[src/rtl/boot_image_loader_if.sv]
// Byte-stream input and SRAM write-port signals of the boot image loader.
// master = loader side, slave = host link / SRAM side.
interface boot_image_loader_if #(
  parameter int ADDR_W = 12
) ();
  logic              in_valid;
  logic [7:0]        in_data;
  logic              in_ready;
  logic              mem_req;
  logic              mem_we;
  logic [ADDR_W-1:0] mem_addr;
  logic [31:0]       mem_wdata;
  logic              mem_ready;

  modport master (
    input  in_valid, in_data, mem_ready,
    output in_ready, mem_req, mem_we, mem_addr, mem_wdata
  );

  modport slave (
    output in_valid, in_data, mem_ready,
    input  in_ready, mem_req, mem_we, mem_addr, mem_wdata
  );
endinterface

[src/rtl/boot_image_loader.sv]
// Fills the instruction SRAM from a little-endian byte stream (word count N,
// then N words) and keeps the core in reset until the whole image is written.
module boot_image_loader #(
  parameter int                ADDR_W = 12,
  parameter logic [ADDR_W-1:0] BASE   = '0,
  parameter int                DEPTH  = 4096
) (
  input  logic                clk,
  input  logic                rst,
  input  logic                restart,
  boot_image_loader_if.master bus,
  output logic                core_rst_n,
  output logic                load_done,
  output logic                load_err
);

  localparam int          CNT_W     = $clog2(DEPTH + 1);
  localparam logic [31:0] MAX_WORDS = 32'(DEPTH) - 32'(BASE);

  typedef enum logic [1:0] {S_HDR, S_DATA, S_WR, S_DONE} state_e;

  state_e            state_q,    state_d;
  logic [1:0]        byte_cnt_q, byte_cnt_d;
  logic [31:0]       shift_q,    shift_d;
  logic [CNT_W-1:0]  n_q,        n_d;
  logic [CNT_W-1:0]  word_cnt_q, word_cnt_d;
  logic [ADDR_W-1:0] addr_q,     addr_d;
  logic [ADDR_W-1:0] mem_addr_q, mem_addr_d;
  logic              mem_req_q,  mem_req_d;
  logic              in_ready_q, in_ready_d;
  logic              load_err_q, load_err_d;
  logic              done_q,     done_d;

  logic        take;
  logic        last_byte;
  logic [31:0] word_in;

  // NOTE: every signal assigned here gets a default first, so no path leaves
  // one unassigned and no latch is inferred.
  always_comb begin
    state_d    = state_q;
    byte_cnt_d = byte_cnt_q;
    shift_d    = shift_q;
    n_d        = n_q;
    word_cnt_d = word_cnt_q;
    addr_d     = addr_q;
    mem_addr_d = mem_addr_q;
    mem_req_d  = mem_req_q;
    load_err_d = load_err_q;

    take      = bus.in_valid && in_ready_q;
    word_in   = {bus.in_data, shift_q[31:8]};
    last_byte = take && (byte_cnt_q == 2'd3);

    if (take) begin
      shift_d    = word_in;
      byte_cnt_d = byte_cnt_q + 2'd1;
    end

    unique case (state_q)
      S_HDR: begin
        if (last_byte) begin
          if (word_in == 32'd0) begin
            state_d = S_DONE;
          end else if (word_in > MAX_WORDS) begin
            // Oversized image: flag it and load only what fits.
            load_err_d = 1'b1;
            n_d        = CNT_W'(MAX_WORDS);
            state_d    = S_DATA;
          end else begin
            n_d     = CNT_W'(word_in);
            state_d = S_DATA;
          end
        end
      end
      S_DATA: begin
        if (last_byte) begin
          mem_req_d  = 1'b1;
          mem_addr_d = addr_q;
          state_d    = S_WR;
        end
      end
      S_WR: begin
        if (bus.mem_ready) begin
          mem_req_d  = 1'b0;
          addr_d     = addr_q + ADDR_W'(1);
          word_cnt_d = word_cnt_q + CNT_W'(1);
          state_d    = (word_cnt_q + CNT_W'(1) == n_q) ? S_DONE : S_DATA;
        end
      end
      S_DONE: ;
    endcase

    // Restart wins over everything above, including a pending write.
    if (restart) begin
      state_d    = S_HDR;
      byte_cnt_d = 2'd0;
      shift_d    = 32'd0;
      n_d        = '0;
      word_cnt_d = '0;
      addr_d     = BASE;
      mem_addr_d = BASE;
      mem_req_d  = 1'b0;
      load_err_d = 1'b0;
    end

    in_ready_d = (state_d == S_HDR) || (state_d == S_DATA);
    done_d     = (state_d == S_DONE);
  end

  // NOTE: sequential state uses non-blocking assignments so every flop
  // samples the pre-edge value of the others.
  always_ff @(posedge clk or negedge rst) begin
    if (!rst) begin
      state_q    <= S_HDR;
      byte_cnt_q <= 2'd0;
      shift_q    <= 32'd0;
      n_q        <= '0;
      word_cnt_q <= '0;
      addr_q     <= BASE;
      mem_addr_q <= BASE;
      mem_req_q  <= 1'b0;
      in_ready_q <= 1'b0;
      load_err_q <= 1'b0;
      done_q     <= 1'b0;
    end else begin
      state_q    <= state_d;
      byte_cnt_q <= byte_cnt_d;
      shift_q    <= shift_d;
      n_q        <= n_d;
      word_cnt_q <= word_cnt_d;
      addr_q     <= addr_d;
      mem_addr_q <= mem_addr_d;
      mem_req_q  <= mem_req_d;
      in_ready_q <= in_ready_d;
      load_err_q <= load_err_d;
      done_q     <= done_d;
    end
  end

  // The shift register holds the finished word untouched while in WR.
  assign bus.in_ready  = in_ready_q;
  assign bus.mem_req   = mem_req_q;
  assign bus.mem_we    = mem_req_q;
  assign bus.mem_addr  = mem_addr_q;
  assign bus.mem_wdata = shift_q;
  assign core_rst_n    = done_q;
  assign load_done     = done_q;
  assign load_err      = load_err_q;

endmodule

[src/flat_wrapper.sv]
// flat-port wrapper written by rule: the top's interface ports become plain ports
module boot_image_loader_flat 
#(
  parameter int                ADDR_W = 12,
  parameter logic [ADDR_W-1:0] BASE   = '0,
  parameter int                DEPTH  = 4096
)
  (clk, rst, restart, core_rst_n, load_done, load_err, bus_in_valid, bus_in_data, bus_mem_ready, bus_in_ready, bus_mem_req, bus_mem_we, bus_mem_addr, bus_mem_wdata);
  boot_image_loader_if #(.ADDR_W(ADDR_W)) bus_i ();
  input  logic clk;
  input  logic rst;
  input  logic restart;
  output logic core_rst_n;
  output logic load_done;
  output logic load_err;
  input wire logic [$bits(bus_i.in_valid)-1:0] bus_in_valid;
  input wire logic [$bits(bus_i.in_data)-1:0] bus_in_data;
  input wire logic [$bits(bus_i.mem_ready)-1:0] bus_mem_ready;
  output wire logic [$bits(bus_i.in_ready)-1:0] bus_in_ready;
  output wire logic [$bits(bus_i.mem_req)-1:0] bus_mem_req;
  output wire logic [$bits(bus_i.mem_we)-1:0] bus_mem_we;
  output wire logic [$bits(bus_i.mem_addr)-1:0] bus_mem_addr;
  output wire logic [$bits(bus_i.mem_wdata)-1:0] bus_mem_wdata;
  assign bus_i.in_valid = bus_in_valid;
  assign bus_i.in_data = bus_in_data;
  assign bus_i.mem_ready = bus_mem_ready;
  assign bus_in_ready = bus_i.in_ready;
  assign bus_mem_req = bus_i.mem_req;
  assign bus_mem_we = bus_i.mem_we;
  assign bus_mem_addr = bus_i.mem_addr;
  assign bus_mem_wdata = bus_i.mem_wdata;
  boot_image_loader #(.ADDR_W(ADDR_W), .BASE(BASE), .DEPTH(DEPTH)) u_core (.clk(clk), .rst(rst), .restart(restart), .bus(bus_i), .core_rst_n(core_rst_n), .load_done(load_done), .load_err(load_err));
endmodule
[config.mk]
export PLATFORM = sky130hd
export DESIGN_NAME = boot_image_loader_flat
export DESIGN_NICKNAME = d
export VERILOG_FILES = /design/src/rtl/boot_image_loader_if.sv /design/src/rtl/boot_image_loader.sv /design/src/flat_wrapper.sv
export SDC_FILE = /design/constraint.sdc
export NUM_CORES = 1
export LEC_CHECK = 0
export CAP_MARGIN = 20
export CORE_MARGIN = 2
export CORE_UTILIZATION = 40
export DETAILED_ROUTE_END_ITERATION = 8
export PLACE_DENSITY = 0.69
export SKIP_LAST_GASP = 1
export SLEW_MARGIN = 20
export SYNTH_ARGS = -nofsm -noshare
export SYNTH_HDL_FRONTEND = slang
export SYNTH_SLANG_ARGS = --single-unit
[constraint.sdc]
create_clock -name clk -period 2.75 [get_ports clk]
set_clock_uncertainty 0.15 [all_clocks]
set_input_delay 0.4125 -clock clk [delete_from_list [all_inputs] [get_ports clk]]
set_output_delay 0.4125 -clock clk [all_outputs]
set_load 0.05 [all_outputs]
[Word-level counts from Yosys, hierarchy flattened]
Index checks and enable logic that the tools add are counted.
Cells by class
  reduce and logical (&&, ||, !) cells: 19
  muxes and demuxes: 34
  equal/unequal tests: 9
  add/subtract/negate cells: 3
  order comparisons: 1
Operators by type and width (number)
  $mux 13: 8
  $mux 12: 6
  $mux 32: 2
  $gt 32x13->1 const B: 1
  $logic_not 32->1: 1
  $mux 2: 8
  $reduce_bool 2->1: 7
  $add 13x1->13 const B: 1
  $eq 13x13->1: 1
  $add 12x1->12 const B: 1
  $mux 1: 8
  $eq 2x2->1 const B: 3
  $pmux 2 s3: 1
  $reduce_and 3->1: 2
  $eq 2x1->1 const B: 2
  $logic_not 2->1: 2
  $reduce_and 2->1: 2
  $reduce_and 4->1: 1
  $ne 3x2->1 const B: 1
  $ne 3x3->1 const B: 1
  $reduce_bool 3->1: 1
  $add 2x1->2 const B: 1
  $logic_and 1x1->1: 2
  $ne 2x2->1 const B: 1
  other kinds (2): 2
Word-level totals
  output and inout port bits: 50
  flip-flop bits (word level): 90
  logic and storage cells: 77

[Logic depth before layout (Yosys ltp)]
  depth in word-level cells: 8
  depth in mapped cells: 8
  gate-level depth less buffers: 7

[Least setup slack after synthesis]
No wires, ideal clock.
  path type: reg-to-reg
  from: reg u_core.in_ready_q, in the netlist u_core.bus.in_ready
  to: reg u_core.n_q[3]
  data arrival time: 2.043 ns
  clock period less this slack: 2.259 ns
  slack: 0.491 ns
  stages on the path, launching flop included: 8
  path buffers: 2
  cell sequence: dfrtp_1 -> and2_1 -> buf_4 -> nand2_2 -> or4_1 -> nor3_1 -> buf_2 -> a22o_2
Between the ends
  longest elaborated chain between the ends: 4
RTL lines
  start: declaration: line boot_image_loader.sv:30  | logic in_ready_q, in_ready_d;
  start signal: assignment: line boot_image_loader.sv:135  | in_ready_q <= in_ready_d;
  $logic_and 1x1->1: line boot_image_loader.sv:51  | take = bus.in_valid && in_ready_q;
  $logic_and 1x1->1: line boot_image_loader.sv:53  | last_byte = take && (byte_cnt_q == 2'd3);
  $reduce_bool 2->1 (no source line)
  $reduce_and 3->1 (no source line)
  end signal: assignment: line boot_image_loader.sv:130  | n_q <= n_d;
  end: declaration: line boot_image_loader.sv:25  | logic [CNT_W-1:0] n_q, n_d;
Every way passes these cells.
A chain may end at the register's enable or synchronous reset.

[Final worst setup path]
  from: reg u_core.word_cnt_q[0]
  to: reg u_core.done_q, in the netlist u_core.core_rst_n
Between the ends
  longest elaborated chain between the ends: 7
RTL lines
  start: declaration: line boot_image_loader.sv:26  | logic [CNT_W-1:0] word_cnt_q, word_cnt_d;
  start signal: assignment: line boot_image_loader.sv:131  | word_cnt_q <= word_cnt_d;
  $add 13x1->13: line boot_image_loader.sv:88  | state_d = (word_cnt_q + CNT_W'(1) == n_q) ? S_DONE : S_DATA;
  $eq 13x13->1: line boot_image_loader.sv:88
  $mux 2: line boot_image_loader.sv:88
  $mux 2: line boot_image_loader.sv:84  | if (bus.mem_ready) begin
  $pmux 2 s3: line boot_image_loader.sv:60  | unique case (state_q)
  $mux 2: line boot_image_loader.sv:95  | if (restart) begin
  $eq 2x2->1: line boot_image_loader.sv:108  | done_d = (state_d == S_DONE);
  net u_core.done_d: line boot_image_loader.sv:32  | logic done_q, done_d;
  end signal: assignment: line boot_image_loader.sv:137  | done_q <= done_d;
  end: declaration: line boot_image_loader.sv:32
The timed path passes the listed nets, and every way through them passes these cells.

==> impl_results.md <==
* Status: complete, no violations
* PostCTS Resize Cnt at 0
* GP Congestion at 0.8894
* Crit Path Category: reg -> reg
* Pwr per Cell Area at 490.9 nW/um2
* First-pass detailed-route iteration total at 4
* Core area at 10280 um2
* Post-Route WL at around 10 mm
* Maximum level of the CTS H-tree at 3
* Worst Hold Depth at 1
* Tmin final at approximately 2.4 ns
* Gate power share at 0.079
* Synthesis-to-finish area growth at 23.20%
* Crit-path most repeated cell: and2_1
* Post-synthesis sequential area ratio at 0.5327
* Worst path required time at about 2.9 ns
* Largest net degree at the start of global routing at 42
* I/O pins at 63
* Startpoint types: register
* CP arrival at 2.50 ns
* Grt ovf at 0
* Switching share of power at 0.2499
* CP startpoint: u_core.word_cnt_q[0]$_DFFE_PN0P_
* CP max FO at 7
* Distinct cells, synth at 48
* Max cap viols at 0
* Prevailing post-synth register cell: dfrtp_1
* Int Power at 1.918 mW
* R2r worst-path depth at 7
* TritonCTS clock tree: built
* Number of flops mapped to enable cells by yosys at 0
* Mapped Nets at 443
* Layout cells sized above 1 at 0.09776
* Antenna violation net count after detailed routing at 0
* Final nets at about 500
* Via density per instance at 5.325
* Max Slew Vio Count at 0
* Antenna diode count at 0
* Peak supply drop at 0.2099 mV
* Worst Hold Endpoint: u_core.bus.mem_addr[4]$_DFFE_PN0P_
* Port buffer count at 62
* FF-to-FF End: u_core.core_rst_n$_DFF_PN0_
* Root Buffer: clkbuf_8
* Clk slew on worst S/H paths at 0.09 ns
* Class of the worst hold path: reg -> reg
* Residual DRC count at 0
* Reg2reg start: u_core.word_cnt_q[0]$_DFFE_PN0P_
* Die span in y at 106.8 um
* Vias at 3339
* Post-Syn Area at roughly 4200 um2
* Hold Path Origin: u_core.bus.mem_addr[4]$_DFFE_PN0P_
* Worst Tran Pin Value at 0.5387 ns
* Number of global-route vias before repair at 3301
* Clock buffer depth at 2
* Worst slew margin at 0.6363
* WL/cell at roughly 16 um
* Crit path capture type: register
* DRT iter0 DRCs at 189
* Seq pwr share at 0.530
* Mean area per synthesized cell at ~9.9 um2
* Lkg Pwr at between 2 and 2.5 nW
* First-pass GRT wire length at between 15 and 20 mm
* Fin crit share at 0.8553
* Die Width at ~110 um
* Crit path cell chain: ha_1 -> and2_1 -> a41oi_1 -> a31oi_1 -> o311ai_0 -> o31ai_1 -> and2_1
* Syn. warnings at 0
* Final setup viols at 0
* Fmax at around 430 MHz
* Asr flop ratio synth at 1.000
* Post-DP HPWL at 6.809 mm
* Initial antenna violation count at 0
* Critical path's slowest cell: o31ai_1
* Final core utilization at 0.5068
* Register bit total from synthesis at 90
* Synth Instances at 427
* Inserted Clock Buffers at 9
* Skew-Pair Late Insertion Delay at roughly 0.36 ns
* Initial Utilization at 0.4114
* Number of core rows at 37
* Reg2reg setup slack at 0.40 ns
* Net Switching at 0.6389 mW
* Unrepaired setup endpoints after global routing: false
* GRT Util Overall at 0.1840
* Final hold violations at 0
* Worst stage delay on the critical path at 0.44 ns
* Clk sink count at 90
* Final setup TNS at 0 ns
* Clock power frac at 0.390
* Die area at 11410 um2
==> cell usage in the layout, fill, tap and decap left out, drive strengths merged, types with 3 or more instances in the layout <==
cell / n
a21oi: 41
o21ai: 4
nand2: 84
xnor2: 23
nor2b: 3
and4: 3
nand4: 8
nand2b: 3
nand3: 8
clkbuf: 10
nor4: 9
clkdlybuf4s50: 60
dfrtp: 90
o22ai: 3
nor3: 8
and2: 4
a22o: 24
ha: 3
nor2: 33
buf: 16
o311ai: 4
o31ai: 3
xor2: 18
==> worst max-delay path: cells and delay by family (launching register included) <==
kind                       cells  cell delay (ns)
adders and majority gates      1             0.28
DFF                            1             0.43
AOI/OAI and AO/OA              4             0.97
and+or+nand+nor                2             0.46
==> per-stage QoR <==
step | hold slack [ns] | cell area, um2 | cells | setup slack [ns] | total power, mW
after floorplan | -0.03309 | 4228 | 427 | 0.4911 | 1.488
after global placement | 0.2682 | 4981 | 610 | 0.1339 | 1.583
after detailed placement | 0.2776 | 4981 | 610 | 0.1360 | 1.587
after CTS | 0.3676 | 5209 | 627 | 0.4047 | 2.584
after global routing | 0.3920 | 5209 | 627 | 0.1516 | 2.657
final | 0.3620 | 5209 | 627 | 0.3978 | 2.557
==> state kept, by name (all words and copies together) (netlist names) <==
name	flops
u_core.core_rst_n	1
u_core.state_q	2
u_core.bus.mem_addr	12
u_core.bus.mem_wdata	32
u_core.n_q	13
u_core.load_err	1
u_core.bus.mem_req	1
u_core.word_cnt_q	13
u_core.bus.in_ready	1
u_core.addr_q	12
u_core.byte_cnt_q	2
==> power by group through the flow <==
stage,clock [mW],combinational (mW),sequential (mW)
6_report,0.998,0.203,1.36
5_1_grt,1.07,0.223,1.36
4_1_cts,1.02,0.206,1.36
3_5_place_dp,0,0.205,1.38
3_3_place_gp,0,0.202,1.38
2_1_floorplan,0,0.0676,1.42
==> timing repair <==
item                       CTS  global route
buffers inserted             0             0
hold endpoints to repair    39             0
hold buffers                 1             0
setup endpoints to repair    0             0
==> final cells by class <==
type	instances	area, um2
clock buffer	10	127.6
clock inverter	6	90.09
fill	956	5069
inverter	1	3.754
multi-input combinational	307	1824
sequential	90	2252
tap	136	170.2
timing repair buffer	77	740.7
==> layer usage <==
| metal | vias to the layer above | GRT usage | wire [um] |
|---|---|---|---|
| li1 | 1595 | - | - |
| met1 | 1678 | 0.2621 | 4441 |
| met2 | 58 | 0.2789 | 4799 |
| met3 | 8 | 0.03343 | 369 |
| met4 | 0 | 0.07328 | 138 |
| met5 | - | 0 | 0 |
==> cells in the mapped netlist, types with 2 or more instances <==
master     n  area [um2]
clkbuf_1  10       37.54
a21oi_1   40       200.2
o22ai_1    3       18.77
buf_2      6       30.03
o31ai_1    3       22.52
nand4_1    7       43.79
a22o_2    12       120.1
nand2_1   83       311.6
buf_4      4       30.03
nand3_1    8       40.04
or3_1      2       12.51
buf_6      3       33.78
o21ai_0    4       20.02
dfrtp_1   90        2252
nor2b_1    3       18.77
o311ai_0   4       35.03
buf_1      6       22.52
and3_1     2       12.51
nor4_1     9       56.30
nand2b_1   3       18.77
and2_1     4       25.02
xor2_1    18       157.7
ha_1       3       37.54
xnor2_1   23       201.4
and4_1     3       26.28
nor2_1    33       123.9
a22o_1    12       105.1
nor3_1     8       40.04
or4_1      2       15.01
==> kinds of logic (layout without fill, tap and decap cells) <==
logic type,count (synthesis),count (layout),share of synthesized area
xor gates and xnor gates,41,41,0.08494
muxes,1,1,0.002368
and+or+nand+nor,175,175,0.1921
adders and majority gates,3,3,0.008879
buffers and inverters,30,94,0.03729
DFF,90,90,0.5327
AOI/OAI and AO/OA,87,87,0.1418
==> how the worst max path moves through the flow <==
stage                     cells past startpoint                           to  slack (ns)
final                                         7  u_core.core_rst_n$_DFF_PN0_        0.40
after global routing                          7  u_core.state_q[1]$_DFF_PN0_        0.15
after CTS                                     7  u_core.state_q[1]$_DFF_PN0_        0.40
after detailed placement                      8    u_core.n_q[2]$_DFFE_PN0P_        0.14
after global placement                        8    u_core.n_q[3]$_DFFE_PN0P_        0.13
after floorplan                               7    u_core.n_q[3]$_DFFE_PN0P_        0.49
(Power assumes the default switching activity.)
